==> src/rtl/mcdf_arbiter.sv <==
// MCDF arbiter: grants one of three channels a fixed-length burst and streams
// its beats to the formatter. MCDF_ARB_RR_EN selects round-robin tie-break.
module mcdf_arbiter (
    input  logic        clk_i,
    input  logic        rst_i,
    input  logic [31:0] ch0_data_i,
    input  logic        ch0_valid_i,
    output logic        ch0_ready_o,
    input  logic        ch0_en_i,
    input  logic [1:0]  ch0_prio_i,
    input  logic [1:0]  ch0_len_i,
    input  logic [31:0] ch1_data_i,
    input  logic        ch1_valid_i,
    output logic        ch1_ready_o,
    input  logic        ch1_en_i,
    input  logic [1:0]  ch1_prio_i,
    input  logic [1:0]  ch1_len_i,
    input  logic [31:0] ch2_data_i,
    input  logic        ch2_valid_i,
    output logic        ch2_ready_o,
    input  logic        ch2_en_i,
    input  logic [1:0]  ch2_prio_i,
    input  logic [1:0]  ch2_len_i,
    output logic [31:0] a_data_o,
    output logic        a_valid_o,
    input  logic        a_ready_i,
    output logic [1:0]  a_id_o,
    output logic        a_sop_o,
    output logic        a_eop_o,
    output logic        busy_o
);

    localparam logic [0:0] ST_IDLE  = 1'b0;
    localparam logic [0:0] ST_BURST = 1'b1;

    logic [0:0]  state;
    logic [1:0]  grant_id;
    logic [5:0]  beat_cnt;
    logic        first_beat;

    logic [2:0]  elig;
    logic [2:0]  cand;
    logic [1:0]  ch_prio [3];
    logic [1:0]  min_prio;
    logic [1:0]  win_id;
    logic [1:0]  win_len;
    logic        sel_valid;
    logic [31:0] sel_data;
    logic        out_free;
    logic        xfer;
    logic        last_beat;

    function automatic logic [5:0] len_beats(input logic [1:0] code);
        case (code)
            2'd0:    len_beats = 6'd4;
            2'd1:    len_beats = 6'd8;
            2'd2:    len_beats = 6'd16;
            default: len_beats = 6'd32;
        endcase
    endfunction

    assign elig       = {ch2_en_i & ch2_valid_i, ch1_en_i & ch1_valid_i, ch0_en_i & ch0_valid_i};
    assign ch_prio[0] = ch0_prio_i;
    assign ch_prio[1] = ch1_prio_i;
    assign ch_prio[2] = ch2_prio_i;

    // NOTE: every always_comb output gets a default first so no path infers a latch.
    always_comb begin
        min_prio = 2'd3;
        for (int i = 0; i < 3; i++) begin
            if (elig[i] && (ch_prio[i] < min_prio)) min_prio = ch_prio[i];
        end
        for (int i = 0; i < 3; i++) cand[i] = elig[i] && (ch_prio[i] == min_prio);
    end

`ifdef MCDF_ARB_RR_EN
    logic [1:0] rr_ptr;
    int         rr_idx;
    logic       rr_found;

    // Search starts one past the last granted channel.
    always_comb begin
        win_id   = 2'd0;
        rr_found = 1'b0;
        rr_idx   = 0;
        for (int k = 0; k < 3; k++) begin
            rr_idx = (int'(rr_ptr) + k + 1) % 3;
            if (!rr_found && cand[rr_idx]) begin
                win_id   = 2'(rr_idx);
                rr_found = 1'b1;
            end
        end
    end

    always_ff @(posedge clk_i) begin
        if (rst_i) begin
            rr_ptr <= 2'd2;
        end else if ((state == ST_IDLE) && (|elig)) begin
            rr_ptr <= win_id;
        end
    end
`else
    always_comb begin
        if (cand[0])      win_id = 2'd0;
        else if (cand[1]) win_id = 2'd1;
        else              win_id = 2'd2;
    end
`endif

    always_comb begin
        case (win_id)
            2'd0:    win_len = ch0_len_i;
            2'd1:    win_len = ch1_len_i;
            default: win_len = ch2_len_i;
        endcase
        case (grant_id)
            2'd0:    begin sel_valid = ch0_valid_i; sel_data = ch0_data_i; end
            2'd1:    begin sel_valid = ch1_valid_i; sel_data = ch1_data_i; end
            default: begin sel_valid = ch2_valid_i; sel_data = ch2_data_i; end
        endcase
    end

    assign out_free    = !a_valid_o || a_ready_i;
    assign xfer        = (state == ST_BURST) && sel_valid && out_free && !rst_i;
    assign last_beat   = (beat_cnt == 6'd1);
    assign busy_o      = (state == ST_BURST);
    assign ch0_ready_o = (state == ST_BURST) && (grant_id == 2'd0) && out_free && !rst_i;
    assign ch1_ready_o = (state == ST_BURST) && (grant_id == 2'd1) && out_free && !rst_i;
    assign ch2_ready_o = (state == ST_BURST) && (grant_id == 2'd2) && out_free && !rst_i;

    // NOTE: sequential state uses non-blocking assignments so all flops update together.
    always_ff @(posedge clk_i) begin
        if (rst_i) begin
            state      <= ST_IDLE;
            grant_id   <= 2'd0;
            beat_cnt   <= 6'd0;
            first_beat <= 1'b0;
        end else begin
            case (state)
                ST_IDLE: begin
                    if (|elig) begin
                        grant_id   <= win_id;
                        beat_cnt   <= len_beats(win_len);
                        first_beat <= 1'b1;
                        state      <= ST_BURST;
                    end
                end
                default: begin
                    if (xfer) begin
                        beat_cnt   <= beat_cnt - 6'd1;
                        first_beat <= 1'b0;
                        if (last_beat) state <= ST_IDLE;
                    end
                end
            endcase
        end
    end

    // Output register: loads on a transfer, holds under backpressure.
    always_ff @(posedge clk_i) begin
        if (rst_i) begin
            a_data_o  <= 32'd0;
            a_id_o    <= 2'd0;
            a_sop_o   <= 1'b0;
            a_eop_o   <= 1'b0;
            a_valid_o <= 1'b0;
        end else if (xfer) begin
            a_data_o  <= sel_data;
            a_id_o    <= grant_id;
            a_sop_o   <= first_beat;
            a_eop_o   <= last_beat;
            a_valid_o <= 1'b1;
        end else if (a_ready_i) begin
            a_valid_o <= 1'b0;
        end
    end

endmodule

==> config.mk <==
export PLATFORM = sky130hd
export DESIGN_NAME = mcdf_arbiter
export DESIGN_NICKNAME = d
export VERILOG_FILES = /design/src/rtl/mcdf_arbiter.sv
export SDC_FILE = /design/constraint.sdc
export NUM_CORES = 1
export LEC_CHECK = 0
export BUFFER_PORTS_ARGS = -buffer_cell sky130_fd_sc_hd__clkbuf_2
export CAP_MARGIN = 30
export CORE_ASPECT_RATIO = 0.75
export CORE_UTILIZATION = 34
export DETAILED_ROUTE_END_ITERATION = 8
export PLACE_DENSITY_LB_ADDON = 0.05
export SLEW_MARGIN = 20
export SYNTH_ARGS = -nofsm -noshare
export SYNTH_HDL_FRONTEND = slang
export SYNTH_SLANG_ARGS = --single-unit
==> constraint.sdc <==
create_clock -name clk_i -period 10.3 [get_ports clk_i]
set_input_delay 0.515 -clock clk_i [delete_from_list [all_inputs] [get_ports clk_i]]
set_output_delay 0.515 -clock clk_i [all_outputs]
set_load 0.01 [all_outputs]
==> run metrics <==
Post-synth EDFFs=0; VDD IR max=0.0560 mV; fin cells=627; vias post-DR=2996; DRT Pass-1 Iters=6; core box area=7920 um^2; worst endpoint required time=10.53 ns; endpoints failing hold=0; sequential-to-total area share from yosys stat=33.9%; syn nets=502; final antenna-violating net count=0; Sequential Power Share=48.2%; worst-margin pin slew=0.828 ns; CTS H-Tree Depth=2; hold bufs inserted after CTS=0; Final nets=642; critical path startpoint=ch0_valid_i; initial antenna violation count=0; status=finished clean; CP arrival=4.22 ns; flops & latches, synth=47; Clock Tree Buf Depth=2; cell with the most instances after synthesis=nand2_1; gr usage total=16.8%; pwr/cell area=111 nW/um^2; final setup violation count=0; Residual DRC=0; antenna cells=0; design area=3740 um^2; Synth cell types=38; Max-cap violations=0; final setup TNS=0 ns; row cnt=28; Switching Fraction=30.5%; Mean Syn Cell Area=7.29 um^2; Area Overhead vs Synth=34.6%; crit start category=input port; Die X=106 um; routed wl met2=3.27 mm; synthesized area=2780 um^2; critical path class=input port to register; combinational share of power=25.8%; CTS clk-pin slew, worst paths=0.09 ns; wire per inst=11.8 um; final period utilization=38.8%; Crit Reg-Reg Endpoint=beat_cnt[4]; Worst setup EP type=register; synthesized instance count=381; layout cells sized above 1=34.5%; HP Start=first_beat; Pint=289 uW; drt via density=4.78; top post-synthesis cells by count=114 x nand2_1, 47 x dfxtp_1, 41 x a21oi_1, 39 x o21ai_0, 36 x mux2i_1; wire length on met1=3.58 mm; minimum clock period=3.99 ns; Cell Count Post-Placement=618; CTS tree=yes; asr flop ratio synth=0%; Root Driver=clkbuf_8; met3 wire len=559 um; chip height=80.3 um; routability cong.=0.873; RR Startpoint=grant_id[0]; I/O Buffers=157; cell depth of the worst flop-to-flop path=7; clock sinks=47; Final HPWL DP=5.45 mm; part of the power in the clock network=26.1%; vias in the first global route=2492; Post-DP Area=3630 um^2; Slew headroom=44.8%; fmax=250 MHz; hold endpoint=a_sop_o; Crit Path Max Fanout=7; global-route wire length before repair=11.5 mm; GRT overflow=0; Synth area leader=dfxtp_1; largest net degree at the start of global routing=48; I/O pin count=158; DIE AREA=8540 um^2; pins over their slew limit=0; CTS buffer count=5; class of the most critical hold timing path=register to register; Power Total=416 uW; RSZ-0062 raised after global routing=no; Worst Skew=0.00438 ns; fillcell total=854; Psw=127 uW; post-CTS sizing=0; Worst-Skew Late Latency=0.29 ns; Area contributors post-synth=dfxtp_1 34%, nand2_1 15%, mux2i_1 13%; Setup Fix Bufs, Post-CTS=0; P_leak=0.00162 uW; Hold Path Depth=2; warnings from Yosys=0; initial detailed-routing violation count=166; share of the synthesized area in the top cell type=33.9%; register-to-register setup slack=7.67 ns; highest metal used=met3; leading register cell type out of synthesis=dfxtp_1; initial core utilization=35.1%; drt total wl=7.42 mm
## worst max-delay path: stages
cell and delay, ns:
clkbuf_2 0.10, nand2_1 0.20, nor2_1 0.07, ha_1 0.33, nand4b_1 0.11, nand3b_1 0.10, o31ai_1 0.10, ha_1 0.19
nand3b_1 0.23, o41ai_2 0.41, mux2_4 0.35, mux2i_1 0.36, mux2_2 0.40, mux2_4 0.26, o311a_1 0.34, nor3_2 0.15
## stage by stage
step                worst slack [ns]  util (%)  hold slack, ns
floorplan                       6.49         -           0.416
global placement                6.16      45.6           0.441
finish                          6.31      47.2           0.450
detailed placement              6.04      45.9           0.439
CTS                             6.35      47.0           0.457
global route                    6.10      47.2           0.475
## state kept, by name, indices dropped and copies added (netlist names)
name / flops
a_data_o: 32
a_eop_o: 1
a_id_o: 2
a_sop_o: 1
a_valid_o: 1
beat_cnt: 6
busy_o: 1
first_beat: 1
grant_id: 2
## placed cells by master (no fill, tap or decap), drive strengths merged, types with 5 or more instances in the layout
master | Yosys | routed
clkbuf | 21 | 162
nand2 | 114 | 114
dfxtp | 47 | 47
a21oi | 41 | 41
o21ai | 39 | 39
mux2i | 36 | 36
nor2 | 12 | 12
nor3 | 7 | 7
nand3b | 6 | 6
nand3 | 5 | 5
## logic make-up (layout without fill, tap and decap cells)
logic type      count (synthesis)  in the layout  synth area share (%)
xor+xnor                        4              4                  1.26
flops                          47             47                  33.9
fa+ha+maj                       4              4                  1.80
buf+inv                        32            173                  4.37
compound gates                 91             91                  17.8
simple gates                  163            163                  26.0
mux                            40             40                  14.9
## power groups by stage
stage / logic [uW] / clock network [uW] / registers [uW]
finish: 107 / 108 / 200
detailed placement: 107 / 0 / 205
global route: 121 / 124 / 202
floorplan: 65.8 / 0 / 202
CTS: 108 / 114 / 200
global placement: 101 / 0 / 209
## layout make-up
type | instances | area, um^2 | area share, %
timing repair buffer | 161 | 841 | 22.5
clock buffer | 5 | 68.8 | 1.84
multi-input combinational | 302 | 1720 | 46.0
tap | 105 | 131 | 3.51
sequential | 47 | 943 | 25.2
inverter | 4 | 15.0 | 0.401
clock inverter | 3 | 20.0 | 0.535
## routing by layer
layer	GRT usage, %	vias up
met5	0	-
met4	3.33	0
met3	4.63	0
met2	28.0	111
met1	21.6	1300
li1	-	1585
## worst max path at each step
stage,slack (ns),cells past startpoint,to
after floorplan,6.49,16,beat_cnt[4]
after global placement,6.16,17,beat_cnt[4]
after detailed placement,6.04,17,beat_cnt[4]
after CTS,6.35,16,beat_cnt[4]
after global routing,6.10,17,beat_cnt[4]
final,6.31,16,beat_cnt[4]
Note: power is estimated with default switching activity, not from simulation.
